**src/rtl/counter_updown_mod.sv**
```systemverilog
// Modulo-MOD up/down counter with synchronous load (clamped to MOD-1),
// combinational terminal count and an optional sticky wrap flag (COUNTER_UPDOWN_OVF_STICKY_EN).
module counter_updown_mod #(
    parameter int N   = 3,
    parameter int MOD = 2**N
) (
    input  logic         clk,
    input  logic         clr_n,
    input  logic         en,
    input  logic         up,
    input  logic         load,
    input  logic [N-1:0] d,
    output logic [N-1:0] counter,
    output logic         tc,
    output logic         ovf
);

    // Modulus held one bit wider so MOD = 2**N is representable for the clamp compare.
    localparam logic [N:0]   MOD_W = (N+1)'(MOD);
    localparam logic [N-1:0] TOP   = N'(MOD - 1);

    logic [N-1:0] counter_q;
    logic [N-1:0] counter_nxt;
    logic [N-1:0] load_val;
    logic         at_top;
    logic         at_zero;

    assign at_top   = (counter_q == TOP);
    assign at_zero  = (counter_q == '0);
    assign load_val = ({1'b0, d} >= MOD_W) ? TOP : d;

    // tc is high exactly when the coming edge performs a wrap.
    assign tc = en & ~load & ((up & at_top) | (~up & at_zero));

    always_comb begin
        counter_nxt = counter_q;
        if (load) begin
            counter_nxt = load_val;
        end else if (en) begin
            if (up) begin
                counter_nxt = at_top ? '0 : counter_q + N'(1);
            end else begin
                counter_nxt = at_zero ? TOP : counter_q - N'(1);
            end
        end
    end

    always_ff @(posedge clk or negedge clr_n) begin
        if (!clr_n) begin
            counter_q <= '0;
        end else begin
            counter_q <= counter_nxt;
        end
    end

    assign counter = counter_q;

`ifdef COUNTER_UPDOWN_OVF_STICKY_EN
    logic ovf_q;

    // Set by any wrap; only reset clears it, a load leaves it alone.
    always_ff @(posedge clk or negedge clr_n) begin
        if (!clr_n) begin
            ovf_q <= 1'b0;
        end else if (tc) begin
            ovf_q <= 1'b1;
        end
    end

    assign ovf = ovf_q;
`else
    assign ovf = 1'b0;
`endif

endmodule

```
**config.mk**
```make
export PLATFORM = sky130hd
export DESIGN_NAME = counter_updown_mod
export DESIGN_NICKNAME = d
export VERILOG_FILES = /design/src/rtl/counter_updown_mod.sv
export SDC_FILE = /design/constraint.sdc
export NUM_CORES = 1
export LEC_CHECK = 0
export BUFFER_PORTS_ARGS = -buffer_cell sky130_fd_sc_hd__buf_4
export CAP_MARGIN = 20
export CORE_AREA = 5 5 42 44
export CTS_BUF_LIST = sky130_fd_sc_hd__clkbuf_4 sky130_fd_sc_hd__clkbuf_8
export CTS_CLUSTER_DIAMETER = 30
export DETAILED_ROUTE_END_ITERATION = 10
export DIE_AREA = 0 0 47 49
export MAX_ROUTING_LAYER = met4
export PLACE_DENSITY = 0.52
export SYNTH_ARGS = -nofsm -noshare
export SYNTH_HDL_FRONTEND = slang
export SYNTH_SLANG_ARGS = --single-unit
```
**constraint.sdc**
```tcl
create_clock -name clk -period 2.7 [get_ports clk]
set_clock_uncertainty 0.2 [all_clocks]
set_input_delay 0.135 -clock clk [delete_from_list [all_inputs] [get_ports clk]]
set_output_delay 0.135 -clock clk [all_outputs]
set_load 0.05 [all_outputs]
```
# Word level (Yosys, flattened, before mapping)
# Cells that the tools add are included.
[totals] out_inout_bits=5 word_cells=18 ff_bits=3 in_bits=8
[classes] bitwise_logic=7 eq_ne=1 n_mux=5 add_sub_neg=2 reduce_logical=2
[ops] operator="$mux 3" n=5
[ops] operator="$and 1x1->1" n=4
[ops] operator="$add 3x1->3 const B" n=1
[ops] operator="$eq 3x3->1 const B" n=1
[ops] operator="$logic_not 3->1" n=1
[ops] operator="$sub 3x1->3 const B" n=1
[ops] operator="$not 1->1" n=2
[ops] operator="$reduce_bool 2->1" n=1
[ops] operator="$or 1x1->1" n=1

# Longest topological paths before layout
# Gate-level depths: netlist of run 1.
[depth] ltp_word=5 depth_mapped=5 depth_no_buf=5

# Worst setup path after synthesis of run 1
# OpenSTA, ideal clock, no wires.
[synth_path] path_kind="flip-flop to output port" start="register counter_q[0], in the netlist counter[0]" end="output port tc" required_time_ps=2365 stages_incl_launch_ff=6 arrival_time_ps=1853 n_path_buf=0 setup_slack_ps=512 cell_sequence="dfrtp_1 ha_1 ha_1 nand2_1 o21a_1 nor2_1"
[synth_via] elab_chain_cells=4 elab_cells_between_ends=6 cone_classes="1 x eq/ne; 4 x bitwise; 1 x reduce/logical"
[synth_lines] element="from (decl)" line_no="22" source="logic [N-1:0] counter_q;"
[synth_lines] element="from (signal assigned)" line_no="52" source="counter_q <= counter_nxt;"
[synth_lines] element="$eq 3x3->1 or $logic_not 3->1 (tied branches)" line_no="28, 29"
[synth_lines] element="$and 1x1->1" line_no="33" source="assign tc = en & ~load & ((up & at_top) | (~up & at_zero));"
[synth_lines] element="$or 1x1->1 (*)" line_no="33"
[synth_lines] element="$and 1x1->1 (*)" line_no="33"
[synth_lines] element="to (decl)" line_no="14" source="output logic tc,"
# Mark *: on every way between the ends. The rest lies on a longest branch, timed or not.

# Final worst setup path of run 1
[layout_path] start="register counter_q[0], in the netlist counter[0]" end="register counter_q[1], in the netlist counter[1]"
[layout_via] elab_chain_cells=5 elab_cells_between_ends=9 cone_classes="2 x add/sub; 1 x eq/ne; 5 x mux; 1 x reduce/logical"
[layout_lines] element="$sub 3x1->3 (tied with other cells)" line_no="43" source="counter_nxt = at_zero ? TOP : counter_q - N'(1);"
[layout_lines] element="$mux 3 (on tied branches)" line_no="43, 41"
[layout_lines] element="$mux 3 (*)" line_no="40" source="if (up) begin"
[layout_lines] element="$mux 3 (*)" line_no="39" source="end else if (en) begin"
[layout_lines] element="$mux 3 (*)" line_no="37" source="if (load) begin"
# Mark *: on every way between the ends. The rest lies on a longest branch, timed or not. The select of a mux whose other input is x is not followed.
# A chain may end at the register's enable or synchronous reset.

==> results of run 1 <==
-- Yosys cell counts --
cell / number
a21oi_1: 4
ha_1: 4
dfrtp_1: 3
inv_1: 3
nand2_1: 2
nand2b_1: 2
nor2_1: 2
nor2b_1: 2
nor3_1: 2
a211o_1: 1
a221oi_2: 1
buf_4: 1
conb_1: 1
nand2b_4: 1
nor3b_1: 1
o21a_1: 1
o31a_1: 1
o31ai_1: 1
or3_1: 1
-- per-stage QoR --
stage          power, mW  setup slack [ns]  util, %
6_report           0.246             0.478     32.7
5_1_grt            0.264             0.351     32.7
4_1_cts            0.250             0.504     32.7
3_5_place_dp       0.151              1.07     27.7
3_3_place_gp       0.151              1.07     27.7
2_1_floorplan      0.121             0.512        -
-- final timing paths --
| check | startpoint | end | slack (ns) | cells after the start |
|---|---|---|---|---|
| worst max-delay path | counter[0] | counter[1] | 0.48 | 6 |
| worst min-delay path | clr_n | counter[0] | 0.02 | 2 |
| worst max register to register | counter[0] | counter[1] | 0.48 | 6 |
| worst min register to register | counter[0] | counter[0] | 0.49 | 2 |
| max in group asynchronous | clr_n | counter[2] | 2.18 | 2 |
| min in group clk | load | counter[2] | 0.03 | 3 |
-- logic make-up (layout without fill, tap and decap cells) --
family,after synthesis,in the layout,synth area share (%)
flip-flops,3,3,25.6
AND/OR/NAND/NOR,13,13,26.5
AO/OA/AOI/OAI,9,9,23.1
adder cells (fa/ha/maj),4,4,17.1
other,1,1,1.28
buffers and inverters,4,22,6.41
-- worst max-delay path, stage by stage, from the launching register on --
cell	delay, ns
dfrtp_1	0.42
ha_1	0.22
ha_1	0.20
nand2b_1	0.16
a221oi_2	0.27
a211o_1	0.14
dlygate4sd3_1	0.54
-- power breakdown --
| part | total (mW) | leakage, nW | switching [mW] | internal (mW) |
|---|---|---|---|---|
| clock | 0.0889 | 0.0184 | 0.0235 | 0.0654 |
| combinational | 0.0984 | 0.173 | 0.0564 | 0.0419 |
| sequential | 0.0583 | 0.0352 | 0.00733 | 0.0510 |
| total | 0.246 | 0.227 | 0.0873 | 0.158 |
-- timing repair --
item | CTS | global route
resized for setup | 0 | 0
setup endpoints to repair | 0 | 0
hold buffers | 4 | 0
endpoints found under the hold margin | 5 | 0
-- metal layers --
metal  wire (µm)  GRT usage, %
met4           0          5.53
met2         392          12.9
met1         326          8.59
met5           0             -
met3          28          1.11
-- area by class of cell --
type	instances	area [µm²]
fillers	155	943
inverters	3	11.3
multi-input cells	27	199
well taps	16	20.0
repair buffers	15	123
flip-flops and latches	3	75.1
clock buffers	4	30.0
==> impl_metrics.csv, run 1 <==
group,metric,value,unit
status,status,"finished clean",
pwr,ir_drop,0.278,mV
layout,drive_gt1_share,32.7,%
yosys,synth.area.top_cells,"dfrtp_1 26%, ha_1 17%, a21oi_1 6.8%, a221oi_2 5.1%, nand2b_4 4.7%",
yosys,ys_ff_latch,3,
layout,final_cells,68,
drt,drt-total-wl,748,µm
cts,cts_tree,"yes",
drt,ant_nets,0,
cts,clock-sinks,3,
setup_path,critPathRequiredTime,2.67,ns
setup_path,crit_fanout,6,
floorplan,die_w,47,µm
floorplan,die_area,2300,µm²
floorplan,ios,13,
yosys,post-synth-top-area-fraction,25.6,%
timing,hold_viol,0,
layout,final_nets,65,
timing,worst_hold_slack,0.0178,ns
job,drv_cap,0,
timing,period_share,82.3,%
layout,finalInstanceArea,458,µm²
drt,num_vias,297,
placement,port-buffer-count,11,
yosys,postSynthAreaPerCell,8.61,µm²
cts,htreeDepth,1,
cts,postCtsSetupBuffers,0,
yosys,synth_cells,34,
placement,dpl-instance-area,388,µm²
placement,globalplace.congestion,0.717,
grt,grt_pass1_vias,316,
grt,grt_max_degree,8,
cts,path_clk_slew,0.04,ns
layout,layout_common_cells,"11 x buf_4, 4 x a21oi_1, 4 x ha_1, 4 x clkbuf_4, 4 x dlygate4sd3_1",
timing,fin_crit,2.22,ns
drt,drt-initial-drc-count,3,
timing,timing.fmax,450,MHz
yosys,syn_area,293,µm²
layout,antenna_cells,0,
floorplan,num_rows,14,
cts,clkLatencyLatePin,0.23,ns
yosys,synth_warnings,0,
drt,drc_errors,0,
placement,dp_hpwl,554,µm
placement,dp.cells,60,
hold_path,hp-class,"input port to async pin",
grt,overflow,0,
drt,viasPerCell,4.37,
grt,grt_pass1_wl,1.29,mm
layout,final_common_cell,"buf_4",
setup_path,critPathLaunchType,"flip-flop",
drt,dr.pass1.iters,2,
grt,antenna_found_initial,0,
setup_path,criticalPathCategory,"flip-flop to flip-flop",
cts,clock_path_buffers,2,
timing,maxSlewViolCount,0,
pwr,power.density,536,nW/µm²
yosys,yosysUniqueCellTypes,19,
layout,largest_register_ffs,3,
floorplan,start_util,20.9,%
timing,finalSetupTns,0,ns
pwr,leakage,0.227,nW
yosys,yosysSeqAreaShare,25.6,%
grt,grt_use_total,8.02,%
cts,cts_buffers,3,
cts,cts_root_buffer,"clkbuf_4",
setup_path,crit_path_end_kind,"flip-flop",
setup_path,worstPathArrival,2.19,ns
floorplan,die_y,49,µm
drt,wl_per_cell,11.0,µm
timing,setup_viol,0,
timing,rsz0062_at_grt,"false",
yosys,synth.net_count,46,
yosys,yosysTopAreaCell,"dfrtp_1",
layout,synthToLayoutAreaGrowth,56.4,%
floorplan,core,1400,µm²
Power figures use the tool's default switching activity.
==> run 2: changes to the inputs <==
==> constraint.sdc (replaced) <==
create_clock -name clk -period 2.23 [get_ports clk]
set_clock_uncertainty 0.2 [all_clocks]
set_input_delay 0.1115 -clock clk [delete_from_list [all_inputs] [get_ports clk]]
set_output_delay 0.1115 -clock clk [all_outputs]
set_load 0.05 [all_outputs]
==> impl_metrics.csv, run 2 (synthesized netlist as in run 1, its figures left out) <==
group,metric,value,unit
cts,htreeDepth,1,
timing,timing.fmax,469,MHz
layout,drive_gt1_share,36.8,%
setup_path,worstPathArrival,2.10,ns
floorplan,start_util,20.9,%
timing,maxSlewViolCount,0,
cts,cts_tree,"yes",
pwr,leakage,0.245,nW
floorplan,die_w,47,µm
drt,drt-initial-drc-count,5,
setup_path,critPathRequiredTime,2.19,ns
drt,wl_per_cell,10.8,µm
setup_path,crit_fanout,5,
layout,final_nets,70,
cts,clock-sinks,3,
setup_path,r2r_cells,6,
placement,dp_hpwl,559,µm
grt,grt_use_total,8.97,%
grt,antenna_found_initial,0,
cts,clkLatencyLatePin,0.23,ns
hold_path,whs_endpoint,"counter[0]",
cts,path_clk_slew,0.04,ns
pwr,ir_drop,0.549,mV
pwr,power.density,610,nW/µm²
hold_path,min_from,"d[0]",
job,drv_cap,0,
grt,grt_pass1_wl,1.35,mm
drt,drt-total-wl,788,µm
grt,grt_max_degree,8,
floorplan,die_area,2300,µm²
drt,num_vias,325,
layout,n_fill_cell,149,
floorplan,die_y,49,µm
drt,ant_nets,0,
grt,grt_pass1_vias,321,
cts,cts_root_buffer,"clkbuf_4",
layout,synthToLayoutAreaGrowth,73.1,%
layout,final_common_cell,"buf_4",
floorplan,core,1400,µm²
setup_path,r2r_setup_slack,0.1,ns
layout,antenna_cells,0,
setup_path,reg2reg_from,"counter[0]",
setup_path,critPathLaunchType,"flip-flop",
drt,viasPerCell,4.45,
hold_path,hold_depth,4,
timing,fin_crit,2.13,ns
cts,cts_buffers,3,
drt,drc_errors,0,
timing,hold_viol,0,
placement,globalplace.congestion,0.709,
timing,period_share,95.7,%
setup_path,r2r-end,"counter[1]",
timing,setup_viol,0,
floorplan,num_rows,14,
layout,largest_register_ffs,3,
timing,finalSetupTns,0,ns
placement,dpl-instance-area,388,µm²
layout,layout_common_cells,"13 x buf_4, 7 x dlygate4sd3_1, 4 x a21oi_1, 4 x clkbuf_4",
drt,dr.pass1.iters,2,
setup_path,criticalPathCategory,"flip-flop to flip-flop",
floorplan,ios,13,
layout,finalInstanceArea,507,µm²
hold_path,hp-class,"input port to flip-flop",
layout,ff_latch_area,76.3,µm²
cts,clock_path_buffers,2,
setup_path,crit_path_end_kind,"flip-flop",
grt,overflow,0,
layout,multi_input_area,201,µm²
status,status,"finished clean",
placement,port-buffer-count,11,
## run 2: cell types whose count changed in the layout (fill, tap and decap cells not counted), sizes merged
cell	delta
dlygate4sd3	+3
buf	+2
## run 2: repair_timing
action / in CTS / in global routing
resized for setup: 0 / 2
buffers inserted: 0 / 2
hold endpoints to repair: 6 / 0
hold buffers: 7 / 0
endpoints found under the setup margin: 0 / 1
## run 2: worst max-delay path, cell delays in order, from the launching register on
cell and delay, ns:
dfrtp_2 0.42, ha_1 0.21, ha_2 0.18, nand2b_1 0.15, a221oi_2 0.24, a211o_1 0.12
dlygate4sd3_1 0.55
## run 2: per-stage QoR
stage	instances	power [mW]	hold WS [ns]	setup WS (ns)	util [%]
floorplan	34	0.146	-0.384	0.0658	-
global placement	60	0.182	-0.294	0.598	27.7
detailed placement	60	0.183	-0.296	0.580	27.7
CTS	71	0.307	0.0228	0.0256	34.8
global route	73	0.339	0.0215	-0.00634	36.2
finish	73	0.309	0.0229	0.0958	36.2
## run 2: report_power, final
group | total, mW | switching [mW] | internal (mW)
clock | 0.107 | 0.0278 | 0.0792
combinational | 0.132 | 0.0712 | 0.0606
sequential | 0.0705 | 0.00835 | 0.0621
## run 2: area by class of cell
cell class              count  area share, %
multi-input cells          27           39.8
repair buffers             20           33.1
flip-flops and latches      3           15.1
clock buffers               4           5.93
well taps                  16           3.95
inverters                   3           2.22
## run 2: how the worst max path moves through the flow
| stage | to | cells after the start | startpoint | slack, ns |
|---|---|---|---|---|
| 2_1_floorplan | tc | 5 | counter[0] | 0.07 |
| 6_report | counter[1] | 6 | counter[0] | 0.1 |
| 5_1_grt | counter[1] | 6 | counter[0] | -0.006 |
| 4_1_cts | counter[1] | 6 | counter[0] | 0.03 |
| 3_3_place_gp | counter[1] | 5 | counter[0] | 0.60 |
| 3_5_place_dp | counter[1] | 5 | counter[0] | 0.58 |
## run 2: per-layer routing
metal	part of all wire, %	wire length, µm	global-route usage, %
met2	55	436	13.8
met4	1.6	13	8.29
met5	0	0	-
met1	39	306	8.61
met3	3.9	31	2.21
==> run 3: changes to the inputs <==
--- a/config.mk
+++ b/config.mk
@@ -14,6 +14,7 @@
 export DIE_AREA = 0 0 47 49
 export MAX_ROUTING_LAYER = met4
 export PLACE_DENSITY = 0.52
+export SETUP_SLACK_MARGIN = 0.2
 export SYNTH_ARGS = -nofsm -noshare
 export SYNTH_HDL_FRONTEND = slang
 export SYNTH_SLANG_ARGS = --single-unit
==> impl_metrics.csv, run 3 (synthesized netlist as in run 1, its figures left out) <==
group,metric,value,unit
cts,clock_path_buffers,2,
floorplan,die_y,49,µm
setup_path,worstPathArrival,1.52,ns
setup_path,criticalPathCategory,"flip-flop to output pin",
cts,cts_root_buffer,"clkbuf_4",
setup_path,r2r_cells,4,
placement,dp_hpwl,573,µm
setup_path,cp_slowest_stage_delay,0.44,ns
drt,num_vias,314,
drt,wl_met3,53,µm
pwr,power_frac_comb,39.7,%
pwr,internal_power,193,µW
pwr,netSwitchingPower,111,µW
layout,layout_common_cells,"11 x buf_4, 6 x dlygate4sd3_1, 4 x a21oi_1, 4 x ha_1, 4 x clkbuf_4",
timing,timing.fmax,546,MHz
hold_path,hold_depth,4,
drt,wl_met1,339,µm
grt,grt_pass1_wl,1.35,mm
cts,cts_buffers,3,
drt,viasPerCell,4.49,
floorplan,die_area,2300,µm²
hold_path,whs_endpoint,"counter[0]",
drt,drc_errors,0,
layout,drive_gt1_share,33.3,%
placement,port-buffer-count,11,
placement,globalplace.congestion,0.726,
status,status,"finished clean",
pwr,clkPwrFrac,36.7,%
grt,antenna_found_initial,0,
timing,maxSlewViolCount,0,
timing,period_share,82.1,%
floorplan,start_util,20.9,%
cts,path_clk_slew,0.04,ns
layout,synthToLayoutAreaGrowth,64.1,%
setup_path,crit_path_end_kind,"output pin",
job,drv_cap,0,
floorplan,die_w,47,µm
cts,holdBufCountCts,6,
setup_path,crit_family,"flip-flops",
grt,grt_use_total,8.53,%
timing,fin_crit,1.83,ns
setup_path,critPathLaunchType,"flip-flop",
drt,highest_layer,"met4",
cts,postCtsSetupBuffers,0,
pwr,netSwitchingFraction,36.6,%
cts,htreeDepth,1,
drt,wl_met2,405,µm
grt,grt_pass1_vias,329,
hold_path,min_from,"d[0]",
layout,antenna_cells,0,
timing,finalSetupTns,0,ns
drt,wl_per_cell,11.7,µm
pwr,leakage,0.234,nW
floorplan,ios,13,
setup_path,crit_fanout,6,
pwr,power.density,633,nW/µm²
setup_path,slowest_stage,"dfrtp_1",
layout,n_fill_cell,152,
setup_path,critPathMostFrequentCell,"ha_1",
timing,rsz0062_at_grt,"false",
cts,cts_tree,"yes",
pwr,seq_power_share,23.6,%
drt,drt-total-wl,819,µm
drt,drt-initial-drc-count,2,
layout,final_common_cell,"buf_4",
drt,dr.pass1.iters,4,
pwr,ir_drop,0.260,mV
cts,cts_resized,0,
grt,grt_max_degree,8,
setup_path,critPathRequiredTime,1.92,ns
setup_path,r2r-end,"counter[2]",
floorplan,num_rows,14,
cts,clkLatencyLatePin,0.24,ns
setup_path,critPathBufInv,1,
setup_path,worstPathCellList,"ha_1, ha_1, nand2_1, o21a_1, nor2_2, buf_4",
hold_path,hp-class,"input port to flip-flop",
grt,overflow,0,
timing,hold_viol,0,
floorplan,core,1400,µm²
layout,final_util,34.3,%
setup_path,r2r_setup_slack,0.53,ns
setup_path,reg2reg_from,"counter[2]",
cts,clock-sinks,3,
layout,largest_register_ffs,3,
layout,final_nets,67,
timing,setup_viol,0,
drt,ant_nets,0,
==> run 3: cell count changes in the layout (fill, tap and decap cells not counted) <==
cell	before	now
nor2_2	0	1
buf_4	13	11
ha_1	3	4
ha_2	1	0
nor2_1	2	1
dfrtp_2	1	0
dlygate4sd3_1	7	6
dfrtp_1	2	3
==> run 3: worst max path at each step <==
stage,from,end,cells after the start
floorplan,counter[0],tc,5
global placement,counter[0],counter[1],5
detailed placement,counter[0],counter[1],5
CTS,counter[0],tc,6
global route,counter[0],tc,6
finish,counter[0],tc,6
==> run 3: per-layer routing <==
metal / vias up / global-route usage (%)
met4: 0 / 6.91
met3: 2 / 1.11
met2: 15 / 12.4
met1: 140 / 9.93
li1: 157 / -
met5: - / -
==> run 3: layout make-up <==
cell class                      count  area, µm²  share of cell area (%)
Clock buffer                        4       30.0                    6.25
Inverter                            3       11.3                    2.34
Multi-Input combinational cell     27        201                    41.9
Sequential cell                     3       75.1                    15.6
Tap cell                           16       20.0                    4.17
Timing Repair Buffer               17        143                    29.7
==> run 3: power groups by stage <==
stage / clock [mW] / combinational, mW / sequential [mW]
floorplan: 0 / 0.0525 / 0.0942
global placement: 0 / 0.112 / 0.0721
detailed placement: 0 / 0.112 / 0.0724
CTS: 0.115 / 0.121 / 0.0719
global route: 0.113 / 0.131 / 0.0731
finish: 0.111 / 0.121 / 0.0718
==> run 3: per-stage QoR <==
stage	cell area (µm²)	std cells	hold slack [ns]	power (mW)	worst slack, ns
after floorplan	295	34	-0.384	0.147	0.289
after global placement	390	60	-0.297	0.184	0.619
after detailed placement	390	60	-0.297	0.184	0.584
after CTS	480	70	0.0167	0.308	0.384
after global routing	480	70	0.0315	0.317	0.321
final	480	70	0.0187	0.304	0.400
==> run 3: tightest hold or removal path, cell delays in order <==
cell     delay (ns)
buf_4          0.11
inv_1          0.04
a21oi_1        0.06
o31a_1         0.10
